`src/rtl/uart_rx.sv`:
```
// 8N1-style UART receiver: 2-flop synchronizer, mid-bit sampling,
// glitch rejection on start, framing-error strobe and break hold.
module uart_rx #(
    parameter int CLK_FREQ  = 50_000_000,
    parameter int BAUD_RATE = 115_200,
    parameter int DATA_BITS = 8
) (
    input  logic                 clk,
    input  logic                 reset_n,
    input  logic                 uart_rxd,
    output logic [DATA_BITS-1:0] rx_data,
    output logic                 rx_valid,
    output logic                 rx_frame_err,
    output logic                 rx_busy
);

    localparam int CLKS_PER_BIT = CLK_FREQ / BAUD_RATE;
    localparam int CW = $clog2(CLKS_PER_BIT);
    localparam int IW = $clog2(DATA_BITS);
    localparam logic [CW-1:0] CNT_LAST = CW'(CLKS_PER_BIT - 1);
    localparam logic [CW-1:0] CNT_HALF = CW'(CLKS_PER_BIT / 2 - 1);
    localparam logic [IW-1:0] IDX_LAST = IW'(DATA_BITS - 1);

    typedef enum logic [2:0] {
        IDLE,
        START,
        DATA,
        STOP,
        BRK
    } state_t;

    state_t state, state_nxt;

    logic                 rxd_meta;
    logic                 rxd;
    logic [CW-1:0]        bit_cnt;
    logic [IW-1:0]        bit_idx;
    logic [DATA_BITS-1:0] shift;
    logic                 tick;
    logic                 half;
    logic                 last_bit;

    // Synchronizer flops reset high so a released reset never sees a start edge.
    always_ff @(posedge clk or negedge reset_n) begin
        if (!reset_n) begin
            rxd_meta <= 1'b1;
            rxd      <= 1'b1;
        end else begin
            rxd_meta <= uart_rxd;
            rxd      <= rxd_meta;
        end
    end

    always_ff @(posedge clk or negedge reset_n) begin
        if (!reset_n) state <= IDLE;
        else          state <= state_nxt;
    end

    always_comb begin
        state_nxt = state;
        unique case (state)
            IDLE:    if (!rxd) state_nxt = START;
            START:   if (half) state_nxt = rxd ? IDLE : DATA;
            DATA:    if (tick && last_bit) state_nxt = STOP;
            STOP:    if (tick) state_nxt = rxd ? IDLE : BRK;
            BRK:     if (rxd) state_nxt = IDLE;
            default: state_nxt = IDLE;
        endcase
    end

    always_comb begin
        tick     = (bit_cnt == CNT_LAST);
        half     = (bit_cnt == CNT_HALF);
        last_bit = (bit_idx == IDX_LAST);
        rx_busy  = (state != IDLE);
    end

    always_ff @(posedge clk or negedge reset_n) begin
        if (!reset_n) begin
            bit_cnt      <= '0;
            bit_idx      <= '0;
            shift        <= '0;
            rx_data      <= '0;
            rx_valid     <= 1'b0;
            rx_frame_err <= 1'b0;
        end else begin
            rx_valid     <= 1'b0;
            rx_frame_err <= 1'b0;
            unique case (state)
                IDLE, BRK: begin
                    bit_cnt <= '0;
                    bit_idx <= '0;
                end
                START: begin
                    bit_idx <= '0;
                    if (half) bit_cnt <= '0;
                    else      bit_cnt <= bit_cnt + CW'(1);
                end
                DATA: begin
                    if (tick) begin
                        bit_cnt <= '0;
                        shift   <= {rxd, shift[DATA_BITS-1:1]};
                        if (!last_bit) bit_idx <= bit_idx + IW'(1);
                    end else begin
                        bit_cnt <= bit_cnt + CW'(1);
                    end
                end
                STOP: begin
                    if (tick) begin
                        bit_cnt <= '0;
                        if (rxd) begin
                            rx_data  <= shift;
                            rx_valid <= 1'b1;
                        end else begin
                            rx_frame_err <= 1'b1;
                        end
                    end else begin
                        bit_cnt <= bit_cnt + CW'(1);
                    end
                end
                default: bit_cnt <= '0;
            endcase
        end
    end

endmodule
```
`config.mk`:
```
export PLATFORM = sky130hd
export DESIGN_NAME = uart_rx
export DESIGN_NICKNAME = d
export VERILOG_FILES = /design/src/rtl/uart_rx.sv
export SDC_FILE = /design/constraint.sdc
export NUM_CORES = 1
export LEC_CHECK = 0
export CAP_MARGIN = 0
export CORE_UTILIZATION = 45
export DETAILED_ROUTE_END_ITERATION = 6
export PLACE_DENSITY = 0.72
export REMOVE_ABC_BUFFERS = 1
export SETUP_SLACK_MARGIN = 0.2
export SYNTH_ARGS = -nofsm -noshare
export SYNTH_HDL_FRONTEND = slang
export SYNTH_SLANG_ARGS = --single-unit
```
`constraint.sdc`:
```
create_clock -name clk -period 1.9 [get_ports clk]
set_clock_uncertainty 0.2 [all_clocks]
set_input_delay 0.57 -clock clk [delete_from_list [all_inputs] [get_ports clk]]
set_output_delay 0.57 -clock clk [all_outputs]
set_load 0.01 [all_outputs]
```
==> results_dict.tcl <==
set metrics [dict create \
    grt.overflow.total 0 \
    rows 21 \
    path_class "reg2out" \
    crit_path_max_fanout 2 \
    p_seq_share_pct 64.1 \
    min_from "rxd_meta" \
    setup_viol 7 \
    start_util_pct 47.2 \
    place_ws_ps -93.3 \
    min_path_type "reg2reg" \
    worst_slew_pin_slew_ps 254 \
    ant_nets 0 \
    cts_buffer_depth 2 \
    cp-start-kind "flip-flop" \
    io_buffer_count 13 \
    drt_iter0_drc 76 \
    final_util_pct 66.0 \
    mostFrequentLayoutCell "dfrtp_1" \
    p_int_mw 0.899 \
    worst_slack_ps -99.6 \
    peakVddDrop_v 0.000327 \
    mostFrequentLayoutCells "33 x dfrtp_1, 19 x buf_4, 16 x mux2_4" \
    end_kind "primary output" \
    p_sw_mw 0.274 \
    ys_types 33 \
    layout.nets 180 \
    dieHeight_microns 61.1 \
    drtPass1Iterations 4 \
    pwr-share-comb_pct 1.9 \
    p_sw_share_pct 23.3 \
    cts_hold_buf 0 \
    fin_crit_sh_pct 105 \
    hold_depth 0 \
    synth_seq_cells 35 \
    hold_path_end "rxd" \
    grt_max_degree 36 \
    dp.cells 202 \
    ys_warn_count 0 \
    ios 14 \
    die_width_microns 61.1 \
    synthArstFlopShare_pct 100 \
    wl_per_cell_microns 16.5 \
    grt_usage_pct 21.9 \
    synthFlopType "dfrtp_1" \
    drc 0 \
    die_area_sq_mm 0.00374 \
    clock_latency_ps 350 \
    final_max_slew_viol_count 0 \
    clk_pin_slew_ps 100 \
    drive_gt1_share_pct 52.0 \
    status "finished, violations left" \
    total_power_mw 1.17 \
    leakage_nw 1.05 \
    reg2reg_to "shift[2]" \
    slew-limit-headroom_pct 83.0 \
    antenna_found_initial 0 \
    htreeDepth 2 \
    violations "setup timing" \
    power.density_mw_per_mm2 533 \
    hold_viol 0 \
    cp.arrival_ps 1230 \
    power_frac_clock_pct 34.0 \
    fmax_ghz 0.500 \
    place_congestion 0.879 \
    tritoncts "built" \
    hpwl_mm 2.14 \
    viasPerCell 5.48 \
    drv_cap 0 \
    crit_required_ps 1130 \
    r2r_slack_ps -40 \
    syn_to_final_growth_pct 39.8 \
    reg2reg_depth 7 \
    r2r-start "bit_cnt[1]" \
    vias 1200 \
    grt_pass1_wl_mm 5.73 \
    synth-edff-count 0 \
    totalWireLength_mm 3.61 \
    cts_inserted_buffers 5 \
    grt_pass1_vias 1216 \
    instances_no_fill 219 \
    cts_sinks 35 \
    cts_root_buf "clkbuf_4" \
    period_minus_slack_ps 2000 \
    avgSynthCellArea_sq_um 12.5 \
    yosysSeqAreaShare_pct 55.8 \
    diodes 0 \
    synth_area_sq_mm 0.00157 \
    core_sq_mm 0.00334 \
    rsz0062_at_grt "yes" \
    netlist_instances 126 \
]
stage by stage:
| stage | hold slack [ps] | setup TNS, ps | area (sq um) |
|---|---|---|---|
| finish | 162 | -269 | 2200 |
| global route | 174 | -1590 | 2200 |
| CTS | 165 | -645 | 2150 |
| detailed placement | 150 | -1130 | 1920 |
| global placement | 147 | -346 | 1920 |
| floorplan | 74.4 | -608 | 1550 |
worst max-delay path, cell delays in order (launching register included):
cell and delay [ps]:
dfrtp_1 390, or3_1 360, buf_2 140
routing by layer:
metal  routed length, microns  GRT usage [%]
met1                     1500           25.0
met2                     1920           37.9
met3                      138           5.46
met4                       51           11.4
met5                        0              0
worst max path at each step:
stage | startpoint | to | cells past startpoint
floorplan | bit_cnt[1] | shift[0] | 6
global placement | state[2] | rx_busy | 2
detailed placement | bit_cnt[0] | bit_idx[0] | 6
CTS | state[2] | rx_busy | 2
global route | state[0] | rx_busy | 2
finish | state[0] | rx_busy | 2
repair_timing:
item	in CTS	in global routing
buffers inserted	5	3
pin swaps	19	11
gates cloned	1	0
resized for setup	94	6
endpoints found under the setup margin	42	34
kinds of logic (layout without fill, tap and decap cells):
family	after synthesis	after routing	share of synthesized area, %
AND/OR/NAND/NOR	42	43	16.1
flip-flops	35	35	55.8
multiplexers	17	17	12.1
AO/OA/AOI/OAI	13	13	5.96
XOR/XNOR	7	7	3.90
buffers and inverters	7	53	2.22
adder cells (fa/ha/maj)	5	5	3.97
power groups by stage:
stage	sequential, mW	clock, mW	combinational [mW]
after floorplan	0.764	0	0.0000496
after global placement	0.765	0	0.0233
after detailed placement	0.765	0	0.0239
after CTS	0.751	0.412	0.0238
after global routing	0.752	0.435	0.0262
final	0.752	0.398	0.0228
flip-flops by register name, summed over array words and instances (netlist names):
signal,count
rxd_meta,1
rx_valid,1
state,3
rx_data,8
rxd,1
rx_frame_err,1
shift,8
bit_cnt,9
bit_idx,3
cells in the mapped netlist, types with 2 or more instances:
master | count | area share [%]
a21oi_1 | 3 | 0.95
or3_1 | 3 | 1.2
a32o_1 | 2 | 1.3
xnor2_1 | 3 | 1.7
nand4_1 | 5 | 2.0
nor2b_1 | 2 | 0.79
nand3_1 | 5 | 1.6
mux2_2 | 16 | 11
nand2b_1 | 2 | 0.79
nand2_1 | 2 | 0.48
and4bb_2 | 2 | 1.6
dfrtp_1 | 33 | 52
ha_1 | 5 | 4.0
nor2_1 | 15 | 3.6
dfstp_2 | 2 | 3.3
inv_1 | 4 | 0.95
o21ai_0 | 3 | 0.95
xor2_1 | 4 | 2.2
area by class of cell:
| class | instances | area, sq um |
|---|---|---|
| tap | 46 | 57.6 |
| clock inverter | 2 | 12.5 |
| clock buffer | 6 | 41.3 |
| timing repair buffer | 41 | 337 |
| sequential | 35 | 878 |
| fill | 249 | 1140 |
| multi-input combinational | 85 | 857 |
| inverter | 4 | 17.5 |
No activity file was read; power rests on OpenSTA's default activity.
